$ cat src/rtl/bta_stream_sum8.sv
// rtl/bta_stream_sum8.sv - serial-in front end for the 8-operand binary-tree adder
// Collects eight words over valid/ready, reduces them in three registered levels, holds the sum.
module bta_stream_sum8 #(
  parameter int M = 16,
  parameter int N = 8
) (
  input  logic         clk,
  input  logic         rst_n,
  input  logic         in_valid,
  output logic         in_ready,
  input  logic [M-1:0] in_data,
  input  logic         in_cin,
  output logic         out_valid,
  input  logic         out_ready,
  output logic [M+2:0] out_sum
);

  localparam int CW = $clog2(N);

  typedef enum logic [2:0] {
    COLLECT,
    L1,
    L2,
    L3,
    HOLD
  } state_t;

  state_t          state_q, state_d;
  logic [CW-1:0]   cnt_q, cnt_d;
  logic [M-1:0]    op_q [N];
  logic            cin_q;
  logic [M:0]      s1_q [4];
  logic [M+1:0]    s2_q [2];
  logic [M+2:0]    sum_q;
  logic            accept;

  assign accept = (state_q == COLLECT) && in_valid;

  always_comb begin
    state_d = state_q;
    cnt_d   = cnt_q;
    unique case (state_q)
      COLLECT: begin
        if (in_valid) begin
          cnt_d = cnt_q + 1'b1;
          if (cnt_q == CW'(N - 1)) state_d = L1;
        end
      end
      L1:      state_d = L2;
      L2:      state_d = L3;
      L3:      state_d = HOLD;
      HOLD:    if (out_ready) state_d = COLLECT;
      default: state_d = COLLECT;
    endcase
  end

  always_ff @(posedge clk or negedge rst_n) begin
    if (!rst_n) begin
      state_q <= COLLECT;
      cnt_q   <= '0;
    end else begin
      state_q <= state_d;
      cnt_q   <= cnt_d;
    end
  end

  // Operand buffer and adder tree; every addition zero-extends by one bit.
  always_ff @(posedge clk or negedge rst_n) begin
    if (!rst_n) begin
      for (int i = 0; i < N; i++) op_q[i] <= '0;
      for (int i = 0; i < 4; i++) s1_q[i] <= '0;
      s2_q[0] <= '0;
      s2_q[1] <= '0;
      cin_q   <= 1'b0;
      sum_q   <= '0;
    end else begin
      if (accept) begin
        op_q[cnt_q] <= in_data;
        if (cnt_q == '0) cin_q <= in_cin;
      end
      if (state_q == L1) begin
        for (int i = 0; i < 4; i++) begin
          s1_q[i] <= {1'b0, op_q[2*i]} + {1'b0, op_q[2*i+1]};
        end
      end
      if (state_q == L2) begin
        s2_q[0] <= {1'b0, s1_q[0]} + {1'b0, s1_q[1]};
        s2_q[1] <= {1'b0, s1_q[2]} + {1'b0, s1_q[3]};
      end
      if (state_q == L3) begin
        sum_q <= {1'b0, s2_q[0]} + {1'b0, s2_q[1]} + {{(M+2){1'b0}}, cin_q};
      end
    end
  end

  always_comb begin
    in_ready  = (state_q == COLLECT);
    out_valid = (state_q == HOLD);
    out_sum   = sum_q;
  end

endmodule
$ cat config.mk
export PLATFORM = sky130hd
export DESIGN_NAME = bta_stream_sum8
export DESIGN_NICKNAME = d
export VERILOG_FILES = /design/src/rtl/bta_stream_sum8.sv
export SDC_FILE = /design/constraint.sdc
export NUM_CORES = 1
export LEC_CHECK = 0
export ABC_CLOCK_PERIOD_IN_PS = 4660
export BUFFER_PORTS_ARGS = -buffer_cell sky130_fd_sc_hd__clkbuf_2
export CELL_PAD_IN_SITES_DETAIL_PLACEMENT = 1
export CELL_PAD_IN_SITES_GLOBAL_PLACEMENT = 1
export CORE_MARGIN = 2
export CORE_UTILIZATION = 56
export CTS_BUF_LIST = sky130_fd_sc_hd__clkbuf_4
export DETAILED_ROUTE_END_ITERATION = 16
export PLACE_DENSITY_LB_ADDON = 0.1
export SYNTH_ARGS = -nofsm -noshare
export SYNTH_HDL_FRONTEND = slang
export SYNTH_SLANG_ARGS = --single-unit
export TNS_END_PERCENT = 20
$ cat constraint.sdc
create_clock -name clk -period 4.66 [get_ports clk]
set_input_delay 0 -clock clk [delete_from_list [all_inputs] [get_ports clk]]
set_output_delay 0 -clock clk [all_outputs]
set_load 0.02 [all_outputs]
==> summary.md, run 1 <==
| Metric | Value |
|---|---|
| Clk root buf | clkbuf_4 |
| Cell repeated most along the worst path | a21oi_1 |
| Total wire length after detailed routing | 41.2 mm |
| Fraction of met3 tracks used by global routing | 8.04% |
| Post-synthesis cell type with the largest combined area | dfrtp_1 |
| Area share of and/or/nand/nor cells after synthesis | around a tenth |
| Cells resized by post-CTS repair | 0 |
| Std-Cell Rows | 59 |
| Kind of end point of the critical path | flip-flop |
| GRT Overall Usage | between 30% and 40% |
| Top-area cell type share of the netlist area | 44.2% |
| Violation count after the first detailed-routing iteration | about 600 |
| Critical path data arrival time | 3.31 ns |
| Estimated wirelength of the detail-placed design | approximately 27 mm |
| Cell depth of the worst hold path | 3 |
| Remaining routing DRC violations | 0 |
| Worst path bufs/invs | 0 |
| Max clock buf depth | 3 |
| Synth warn | 0 |
| Part of the cycle the worst path needs | approximately three fifths |
| Adder and majority gate portion of the synthesized area | between 10% and 20% |
| Number of iterations in the first detailed-routing pass | 5 |
| Area growth from synthesis to final layout | 12.1% |
| Top achievable clock speed | roughly 360 MHz |
| Full die area | 27400 µm² |
| Net Count, Synth | 1535 |
| Global-route track usage on met1 | 40.7% |
| Dominant combinational cell family by area after synthesis | compound AO/OA/AOI/OAI gates |
| Reg-to-Reg End | s1_q[48] |
| Number of antenna violations at the first check in global routing | 1 |
| Power density over cell area | just under 900 nW/µm² |
| Cell count of the worst reg-to-reg path | 9 |
| Time the final worst path needs with I/O delays and setup | around 2.8 ns |
| Number of flops mapped to enable cells by yosys | 0 |
| Hold Crit Class | input pin to flip-flop |
| Top delay family on crit path | compound AO/OA/AOI/OAI gates |
| Commonest cells after routing, fill and taps aside | dfrtp_1 (258), nand2_1 (172), o21ai_0 (152) |
| Initial Util | ~57% |
| Number of global-route vias before repair | between 10000 and 15000 |
| Worst Skew | approximately 0.057 ns |
| Height of the die | 166 µm |
| H-Tree Level Count | 3 |
| Fin. Hold Viols | 0 |
| Via count normalized by instance count | 6.03 |
| Layer with the highest usage | met2 |
| Number of setup buffers added after CTS | 0 |
| Outcome | finished, final reports clean |
| Via count | 11333 |
| Max-slew violation total from the final report | 0 |
| Core Util, Final | a little under two thirds |
| Synthesized flop and latch total | roughly 260 |
| Average instance area after synthesis | approximately 11 µm² |
| Max-cap violations | 0 |
| TritonCTS clock tree | done |
| Total leakage power | just under 8 nW |
| Fraction of layout instances using a drive strength above 1 | around a fifth |
| Multiplexer area fraction after synthesis | between 10 and 15% |
| Main area contributors after synthesis | dfrtp_1 (44%), ha_1 (10%), mux2_2 (10%) |
| Cell-by-cell trace of the critical path | ha_1 -> fa_1 -> a21oi_1 -> o211a_1 -> nor3_1 -> a221o_1 -> a21oi_1 -> xor2_1 -> o21ai_1 |
| CTS hold repair buffers | 22 |
| Fraction of the yosys area taken by sequential cells | roughly 44% |
| Highest-delay cell along the critical path | fa_1 |
| Most common library cell in the layout ignoring fill and taps | dfrtp_1 |
| Die width | 166 µm |
| Origin of the worst min-delay path | in_cin |
| IO Port Bufs | 41 |
| Peak supply drop | between 400 and 500 µV |
| Clock latency at the later pin of the worst-skew pair | around 0.72 ns |
| Count of final setup violators | 0 |
| Xor and xnor area share after synthesis | under 10% |
| Setup repair after global routing missed its margin | no |
| Clock slew seen by the registers of the worst setup and hold paths | roughly 0.080 ns |
| Required time of the worst setup path | between 5 and 6 ns |
| DR WL/cell | 21.9 µm |
| Reg-to-reg critical path startpoint | op_q[80] |
| Main flop type after synthesis | dfrtp_1 |
| Sink of the worst hold path | cin_q |
| Routability congestion estimate from global placement | between 0.8 and 0.9 |
| Core area | around 26000 µm² |
| Largest net degree at the start of global routing | 136 |
| Category of the most critical setup path | flip-flop to flip-flop |
| Net total in the final layout | ~1600 |
| Number of sinks handled by clock tree synthesis | approximately 260 |
| Final-layout fill cell count | 2785 |
| Number of I/O pins | 42 |
| R2R Setup Slk | approximately 1.9 ns |
| Instance count of the mapped netlist | ~1400 |
| CP Launch Type | flip-flop |
| Final antenna-violating net count | 0 |
| Global Route met2 Usage | roughly half |
| Max-slew headroom | about a fifth |
| TritonCTS Buffers | 74 |
| Syn Std Cell Area | approximately 15000 µm² |
| Proportion of register bits with asynchronous set or reset after synthesis | 100% |
| CP peak stage delay | between 0.4 and 0.5 ns |
| Transition time at the pin with the least slew margin | 1.20 ns |
| Post-synthesis compound-gate area fraction | between 10% and 20% |
| Overflow after GRT | 0 |
| Number of distinct library cells after synthesis | 75 |
| Wire length of the first global-routing pass | 65.4 mm |
| Post-Route Setup TNS | 0 ns |
| Crit Path Max Fanout | 3 |
## tightest hold or removal path, stage by stage
cell and delay (ns):
dlygate4sd3_1 0.53, clkbuf_2 0.10, mux2_2 0.14
## cells by family (layout without fill, tap and decap cells)
logic type      Yosys count  count (layout)
fa+ha+maj               126             126
compound gates          384             384
xor+xnor                 95              95
other cells               0               1
buf+inv                  78             233
simple gates            315             315
flops                   258             258
mux                     132             132
## synth_stat cells, types with 4 or more instances
cell	n
a31oi_1	13
o211a_1	4
a311oi_1	5
nand4_1	5
buf_2	6
inv_1	36
buf_4	4
a21oi_1	71
o211ai_1	9
and3_1	11
o31ai_1	10
xor2_1	67
nand2_1	173
nand3_1	8
mux2_2	131
nor2_1	47
dfrtp_1	258
xnor2_1	28
clkbuf_1	27
a211oi_1	19
nor3_1	18
and2_1	8
o21ai_1	9
a221o_1	4
ha_1	118
o21a_1	15
fa_1	8
o21ai_0	152
nor2b_1	8
nand2b_1	9
a21o_1	34
## worst max-delay path by stage
stage,slack [ns],depth (start not counted),endpoint,from
floorplan,2.34,10,out_sum[18],cin_q
global placement,2.08,5,op_q[63],state_q[2]
detailed placement,2.02,5,op_q[57],state_q[2]
CTS,1.94,5,op_q[50],state_q[1]
global route,1.72,9,s1_q[48],op_q[80]
finish,1.89,9,s1_q[48],op_q[80]
## registers in the layout, summed over array words and instances, names as in the netlist
register  flops
op_q        128
out_sum      19
cin_q         1
s2_q         36
s1_q         68
state_q       3
cnt_q         3
## through the flow
step / area, µm² / instances / total power [mW] / hold slack (ns) / worst slack (ns)
6_report: 16400 / 1879 / 14.3 / 0.127 / 1.89
2_1_floorplan: 14600 / 1388 / 9.48 / -0.296 / 2.34
3_5_place_dp: 15100 / 1728 / 11.6 / -0.0120 / 2.02
5_1_grt: 16400 / 1879 / 15.5 / 0.132 / 1.72
3_3_place_gp: 15100 / 1728 / 11.2 / -0.0131 / 2.08
4_1_cts: 16400 / 1878 / 14.2 / 0.0818 / 1.94
## layout make-up
| type | count | area, µm² | area share (%) |
|---|---|---|---|
| diodes | 1 | 2.50 | 0.0153 |
| clock buffers | 109 | 818 | 5.00 |
| clock inverters | 19 | 215 | 1.31 |
| inverters | 36 | 135 | 0.825 |
| multi-input cells | 1052 | 7820 | 47.8 |
| flip-flops and latches | 258 | 6460 | 39.4 |
| well taps | 335 | 419 | 2.56 |
| repair buffers | 69 | 510 | 3.12 |
## layer usage
layer | vias to the layer above | wire [µm]
met2 | 308 | 19400
met5 | - | 0
met3 | 104 | 2470
met4 | 0 | 1330
met1 | 5631 | 18000
li1 | 5290 | -
## report_power, final
part	switching, mW	total [mW]	internal (mW)
registers	0.800	4.12	3.32
clock network	1.04	2.39	1.35
logic	4.64	7.84	3.19
Note: power is estimated with default switching activity, not from simulation.
==> run 2: changes to the inputs <==
--- a/config.mk
+++ b/config.mk
@@ -5,12 +5,12 @@
 export SDC_FILE = /design/constraint.sdc
 export NUM_CORES = 1
 export LEC_CHECK = 0
-export ABC_CLOCK_PERIOD_IN_PS = 4660
+export ABC_CLOCK_PERIOD_IN_PS = 2700
 export BUFFER_PORTS_ARGS = -buffer_cell sky130_fd_sc_hd__clkbuf_2
 export CELL_PAD_IN_SITES_DETAIL_PLACEMENT = 1
 export CELL_PAD_IN_SITES_GLOBAL_PLACEMENT = 1
 export CORE_MARGIN = 2
-export CORE_UTILIZATION = 56
+export CORE_UTILIZATION = 52
 export CTS_BUF_LIST = sky130_fd_sc_hd__clkbuf_4
 export DETAILED_ROUTE_END_ITERATION = 16
 export PLACE_DENSITY_LB_ADDON = 0.1
==> constraint.sdc (replaced) <==
create_clock -name clk -period 2.7 [get_ports clk]
set_input_delay 0 -clock clk [delete_from_list [all_inputs] [get_ports clk]]
set_output_delay 0 -clock clk [all_outputs]
set_load 0.02 [all_outputs]
==> run 2 against run 1 <==
Combinational power up 72%. Die area up 7.5%. Worst hold slack worse by 0.0058 ns. Fmax up 7.8%. Sequential power up 72%. Clock-buffer cell count down 4. Critical path depth unchanged. Via count down 2.7%. Routed wire length down 4.7%. Critical path type unchanged. Critical endpoint unchanged. Highest routed layer unchanged.
==> summary.md, run 2 (same netlist as run 1, synthesis figures left out) <==
| Metric | Value |
|---|---|
| Worst Skew | 0.0488 ns (was 0.0569 ns) |
| Largest registers in the final layout | op_q x128, s1_q x68, s2_q x36 (unchanged) |
| Total length of routed met3 wires | 1.74 mm (was 2.47 mm) |
| Top register by number of flip-flops | op_q (unchanged) |
| Clock slew seen by the registers of the worst setup and hold paths | 0.07 ns (was 0.08 ns) |
| Fraction of layout instances using a drive strength above 1 | 21.8% (was 20.8%) |
| Initial Util | 52.7% (was 56.6%) |
| Setup repair after global routing missed its margin | no (unchanged) |
| TritonCTS Buffers | 74 (unchanged) |
| Number of global-route vias before repair | 11689 (was 12123) |
| Area growth from synthesis to final layout | 13.3% (was 12.1%) |
| Post-Route Hold Slack | 0.121 ns (was 0.127 ns) |
| Hold Crit Class | input pin to flip-flop (unchanged) |
| Post-route worst setup slack | 0.130 ns (was 1.89 ns) |
| Wire length on met1 | 18.0 mm (about the same) |
| Std-Cell Rows | 61 (was 59) |
| Overflow after GRT | 0 (unchanged) |
| Max clock buf depth | 3 (unchanged) |
| Fin. Hold Viols | 0 (unchanged) |
| Number of I/O pins | 42 (unchanged) |
| Total leakage power | 7.89 nW (was 7.83 nW) |
| Transition time at the pin with the least slew margin | 0.567 ns (was 1.20 ns) |
| Largest register FFs | 128 (unchanged) |
| Critical path data arrival time | 3.13 ns (was 3.31 ns) |
| Height of the die | 172 µm (was 166 µm) |
| Peak supply drop | 720 µV (was 478 µV) |
| CP Launch Type | flip-flop (unchanged) |
| Core area | 27700 µm² (was 25800 µm²) |
| Final antenna-violating net count | 0 (unchanged) |
| GRT Overall Usage | 28.1% (was 31.2%) |
| Commonest cells after routing, fill and taps aside | dfrtp_1 (258), nand2_1 (172), o21ai_0 (152) (unchanged) |
| Power density over cell area | 1470 nW/µm² (was 876 nW/µm²) |
| Total wire length after detailed routing | 39.3 mm (was 41.2 mm) |
| Max-cap violations | 0 (unchanged) |
| TritonCTS clock tree | done (unchanged) |
| Via count | 11028 (was 11333) |
| Full die area | 29500 µm² (was 27400 µm²) |
| Time the final worst path needs with I/O delays and setup | 2.57 ns (was 2.77 ns) |
| Part of the cycle the worst path needs | 95.2% (was 59.5%) |
| Net total in the final layout | 1657 (was 1638) |
| Via count normalized by instance count | 5.68 (was 6.03) |
| Count of final setup violators | 0 (unchanged) |
| Detailed route wirelength on metal2 | 18.4 mm (was 19.4 mm) |
| Most common library cell in the layout ignoring fill and taps | dfrtp_1 (unchanged) |
| Number of iterations in the first detailed-routing pass | 4 (was 5) |
| H-Tree Level Count | 3 (unchanged) |
| Number of sinks handled by clock tree synthesis | 258 (unchanged) |
| Die width | 172 µm (was 166 µm) |
| Outcome | finished, final reports clean (unchanged) |
| Estimated wirelength of the detail-placed design | 29.1 mm (was 27.1 mm) |
| Number of antenna violations at the first check in global routing | 1 (unchanged) |
| Placement Setup Slack | 0.0725 ns (was 2.02 ns) |
| Largest net degree at the start of global routing | 75 (was 136) |
| Violation count after the first detailed-routing iteration | 600 (was 597) |
| Post-Route Setup TNS | 0 ns (unchanged) |
| Clk root buf | clkbuf_4 (unchanged) |
| Max-slew violation total from the final report | 0 (unchanged) |
| Max-slew headroom | 62.2% (was 19.8%) |
| Top achievable clock speed | 389 MHz (was 361 MHz) |
| Highest layer used for signal routing | met4 (unchanged) |
| Number of setup buffers added after CTS | 0 (unchanged) |
| Clock latency at the later pin of the worst-skew pair | 0.70 ns (was 0.72 ns) |
| IO Port Bufs | 41 (unchanged) |
| Wire length of the first global-routing pass | 63.5 mm (was 65.4 mm) |
| Crit Path Max Fanout | 3 (unchanged) |
| Category of the most critical setup path | flip-flop to flip-flop (unchanged) |
| Routability congestion estimate from global placement | 0.915 (was 0.833) |
| Kind of end point of the critical path | flip-flop (unchanged) |
| DR WL/cell | 20.2 µm (was 21.9 µm) |
| Required time of the worst setup path | 3.26 ns (was 5.20 ns) |
| Remaining routing DRC violations | 0 (unchanged) |
run 2: cell count changes in the layout (fill, tap and decap cells not counted), sizes merged:
| cell | before | now |
|---|---|---|
| buf | 8 | 26 |
| bufinv | 5 | 2 |
| clkbuf | 149 | 145 |
| clkinv | 14 | 19 |
| clkinvlp | 0 | 1 |
| dlygate4sd3 | 21 | 22 |
| inv | 36 | 37 |
run 2: timing repair:
item,CTS,global route
hold buffers,23,0
setup endpoints to repair,0,5
hold endpoints to repair,392,0
gates resized for setup,0,5
run 2: area by class of cell:
| class | count | area, µm² |
|---|---|---|
| flip-flops and latches | 258 | 6460 |
| repair buffers | 88 | 693 |
| multi-input cells | 1052 | 7850 |
| inverters | 36 | 135 |
| diodes | 1 | 2.50 |
| clock buffers | 105 | 788 |
| clock inverters | 23 | 156 |
| well taps | 378 | 473 |
| fillers | 3044 | 11200 |
run 2: through the flow:
stage | area [µm²] | total power, mW | std cells | util (%)
2_1_floorplan | 14600 | 16.4 | 1388 | -
3_3_place_gp | 15300 | 19.8 | 1789 | 55.3
3_5_place_dp | 15300 | 20.4 | 1789 | 55.3
4_1_cts | 16500 | 24.3 | 1940 | 59.6
5_1_grt | 16600 | 26.4 | 1941 | 59.7
6_report | 16600 | 24.3 | 1941 | 59.7
run 2: final timing paths:
kind                                  from         end  slack [ns]  depth (start not counted)
worst max-delay path              op_q[64]    s1_q[48]        0.13                          9
worst min-delay path                in_cin       cin_q        0.12                          3
worst max register to register    op_q[64]    s1_q[48]        0.13                          9
worst min register to register  out_sum[1]  out_sum[1]        0.48                          2
max in group asynchronous            rst_n    s1_q[61]        1.80                          4
min in group asynchronous            rst_n    s2_q[26]        0.50                          4
run 2: metal layers:
layer  vias to the layer above  global-route usage, %
met5                         -                      0
met4                         0                   9.62
met3                        78                   6.37
met2                       204                   46.0
met1                      5445                   36.7
li1                       5301                      -
run 2: worst max-delay path: stages, from the launching register on:
cell     delay, ns
dfrtp_1       0.40
ha_1          0.27
fa_1          0.45
a21oi_2       0.20
o211a_1       0.18
nor3_1        0.08
a221o_1       0.36
a21oi_1       0.19
xor2_1        0.22
o21ai_1       0.08
run 2: power breakdown:
group,leakage (nW),switching [mW],internal (mW)
registers,3.21,1.36,5.73
logic,4.12,7.83,5.68
clock network,0.558,1.70,1.99
total,7.89,10.9,13.4
==> run 3: changes to the inputs <==
--- a/config.mk
+++ b/config.mk
@@ -13,7 +13,7 @@
 export CORE_UTILIZATION = 52
 export CTS_BUF_LIST = sky130_fd_sc_hd__clkbuf_4
 export DETAILED_ROUTE_END_ITERATION = 16
-export PLACE_DENSITY_LB_ADDON = 0.1
+export PLACE_DENSITY_LB_ADDON = 0.08
 export SYNTH_ARGS = -nofsm -noshare
 export SYNTH_HDL_FRONTEND = slang
 export SYNTH_SLANG_ARGS = --single-unit
==> run 3 against run 2 <==
Fmax is 1.0% lower. Routed wire length is 5.0% lower. Sequential power is 1% lower. Critical path type unchanged. Via count is 0.86% lower. Cell count is 0.21% lower. Highest routed layer unchanged. Setup slack worse by 0.026 ns. Sequential share of layout area is 0.056 points lower. Sequential cell count stayed put. Non-clock buffer count is 2 higher. Cell area is 0.14% higher. Clock power is 2% higher.
==> summary.md, run 3 (same netlist as run 1, synthesis figures left out) <==
| Metric | Value |
|---|---|
| Number of I/O pins | 42 (unchanged) |
| Post-Route Hold Slack | 0.121 ns (about the same) |
| Initial Util | 52.7% (unchanged) |
| Placement Setup Slack | 0.124 ns (was 0.0725 ns) |
| Cell-by-cell trace of the critical path | ha_1 -> fa_1 -> a21oi_1 -> o211a_1 -> nor3_1 -> a221o_1 -> a21oi_1 -> xor2_1 -> o21ai_1 (was ha_1 -> fa_1 -> a21oi_2 -> o211a_1 -> nor3_1 -> a221o_1 -> a21oi_1 -> xor2_1 -> o21ai_1) |
| Post-route worst setup slack | 0.105 ns (was 0.130 ns) |
| Setup repair after global routing missed its margin | no (unchanged) |
| Violation count after the first detailed-routing iteration | 490 (was 600) |
| DR WL/cell | 19.3 µm (was 20.2 µm) |
| Transition time at the pin with the least slew margin | 0.551 ns (was 0.567 ns) |
| Max-cap violations | 0 (unchanged) |
| Category of the most critical setup path | flip-flop to flip-flop (unchanged) |
| Time the final worst path needs with I/O delays and setup | 2.60 ns (was 2.57 ns) |
| Peak supply drop | 663 µV (was 720 µV) |
| R2R Setup Slk | 0.10 ns (was 0.13 ns) |
| Std-Cell Rows | 61 (unchanged) |
| Largest net degree at the start of global routing | 77 (was 75) |
| Sink of the worst hold path | cin_q (unchanged) |
| Count of final setup violators | 0 (unchanged) |
| Top register by number of flip-flops | op_q (unchanged) |
| Sum of internal, switching and leakage power | 24.2 mW (was 24.3 mW) |
| Reg-to-Reg End | s1_q[48] (unchanged) |
| Required time of the worst setup path | 3.26 ns (about the same) |
| Crit Path Max Fanout | 3 (unchanged) |
| Top achievable clock speed | 385 MHz (was 389 MHz) |
| Reg-to-reg critical path startpoint | op_q[64] (unchanged) |
| Number of setup buffers added after CTS | 0 (unchanged) |
| Number of antenna violations at the first check in global routing | 1 (unchanged) |
| Net total in the final layout | 1658 (was 1657) |
| Cell repeated most along the worst path | a21oi_1 |
| Max-slew violation total from the final report | 0 (unchanged) |
| Fraction of layout instances using a drive strength above 1 | 22.1% (was 21.8%) |
| Clock latency at the later pin of the worst-skew pair | 0.69 ns (was 0.70 ns) |
| Total placed cells including tap cells | 1791 (was 1789) |
| Area growth from synthesis to final layout | 13.4% (was 13.3%) |
| Remaining routing DRC violations | 0 (unchanged) |
| Kind of end point of the critical path | flip-flop (unchanged) |
| Number of iterations in the first detailed-routing pass | 4 (unchanged) |
| Cell count of the worst reg-to-reg path | 9 (unchanged) |
| Die width | 172 µm (unchanged) |
| Commonest cells after routing, fill and taps aside | dfrtp_1 (258), nand2_1 (172), o21ai_0 (152) (unchanged) |
| Height of the die | 172 µm (unchanged) |
| Via count | 10933 (was 11028) |
| Outcome | finished, final reports clean (unchanged) |
| Part of the cycle the worst path needs | 96.1% (was 95.2%) |
| Via count normalized by instance count | 5.64 (was 5.68) |
| Routability congestion estimate from global placement | 0.866 (was 0.915) |
| Overflow after GRT | 0 (unchanged) |
| Final antenna-violating net count | 0 (unchanged) |
| Power density over cell area | 1460 nW/µm² (was 1470 nW/µm²) |
| Number of sinks handled by clock tree synthesis | 258 (unchanged) |
| Largest register FFs | 128 (unchanged) |
| Largest registers in the final layout | op_q x128, s1_q x68, s2_q x36 (unchanged) |
| Max-slew headroom | 63.2% (was 62.2%) |
| Critical path data arrival time | 3.15 ns (was 3.13 ns) |
| Hold Crit Class | input pin to flip-flop (unchanged) |
| Wire length of the first global-routing pass | 59.8 mm (was 63.5 mm) |
| CP Launch Type | flip-flop (unchanged) |
| Post-Route Setup TNS | 0 ns (unchanged) |
| Post-route non-filler standard cell count | 1937 (was 1941) |
| Cell depth of the worst hold path | 3 (unchanged) |
| Max clock buf depth | 3 (unchanged) |
| Total leakage power | 7.90 nW (was 7.89 nW) |
| Highest-delay cell along the critical path | fa_1 (unchanged) |
| Estimated wirelength of the detail-placed design | 27.0 mm (was 29.1 mm) |
| TritonCTS Buffers | 73 (was 74) |
| Number of global-route vias before repair | 11369 (was 11689) |
| Core area | 27700 µm² (unchanged) |
| Most common library cell in the layout ignoring fill and taps | dfrtp_1 (unchanged) |
| GRT Overall Usage | 26.1% (was 28.1%) |
| H-Tree Level Count | 3 (unchanged) |
| CP peak stage delay | 0.42 ns (was 0.45 ns) |
| Clock slew seen by the registers of the worst setup and hold paths | 0.06 ns (was 0.07 ns) |
| Total wire length after detailed routing | 37.3 mm (was 39.3 mm) |
| Fin. Hold Viols | 0 (unchanged) |
| TritonCTS clock tree | done (unchanged) |
| Worst Skew | 0.0396 ns (was 0.0488 ns) |
| Full die area | 29500 µm² (unchanged) |
| IO Port Bufs | 41 (unchanged) |
| Clk root buf | clkbuf_4 (unchanged) |
| Origin of the worst min-delay path | in_cin (unchanged) |
==> run 3: cell types whose count changed in the layout (fill, tap and decap cells not counted), moves of 2 or more <==
cell,change
buf_4,+3
clkinv_1,-7
clkinv_4,-2
clkbuf_4,+3
==> run 3: worst max-delay path, delay by kind of cell (launching register included) <==
family,cells,cell delay [ns]
flops,1,0.38
simple gates,1,0.08
fa+ha+maj,2,0.67
xor+xnor,1,0.17
compound gates,5,1.19
==> run 3: cell type report <==
cell class,instances,area [µm²]
inverters,36,135
well taps,378,473
flip-flops and latches,258,6460
clock inverters,14,139
repair buffers,90,696
clock buffers,108,811
fillers,3046,11100
multi-input cells,1052,7870
diodes,1,2.50
==> run 3: through the flow <==
stage | area [µm²] | util, %
2_1_floorplan | 14600 | -
3_3_place_gp | 15300 | 55.3
3_5_place_dp | 15300 | 55.3
4_1_cts | 16500 | 59.7
5_1_grt | 16600 | 59.8
6_report | 16600 | 59.8
==> run 3: worst max path at each step <==
stage,start,endpoint,slack [ns],cells past startpoint
global placement,op_q[96],s1_q[63],0.19,9
CTS,op_q[112],s1_q[63],0.07,9
floorplan,cin_q,out_sum[18],0.38,10
finish,op_q[64],s1_q[48],0.10,9
detailed placement,op_q[96],s1_q[63],0.12,9
global route,op_q[80],s1_q[48],0.01,9
==> run 3: repair_timing <==
action	CTS	global route
endpoints found under the hold margin	392	0
setup endpoints to repair	0	6
resized for setup	0	8
hold buffers	23	0
==> run 3: report_power, final <==
part	internal [mW]	leakage [nW]	switching, mW
clock network	2.10	0.562	1.68
logic	5.68	4.12	7.73
registers	5.73	3.21	1.27
==> run 3: metal layers <==
layer	vias to the layer above	wire, µm	track usage [%]
met5	-	0	0
met4	0	1010	8.70
met3	62	1390	4.39
met2	178	17000	41.2
met1	5388	18000	36.6
li1	5305	-	-
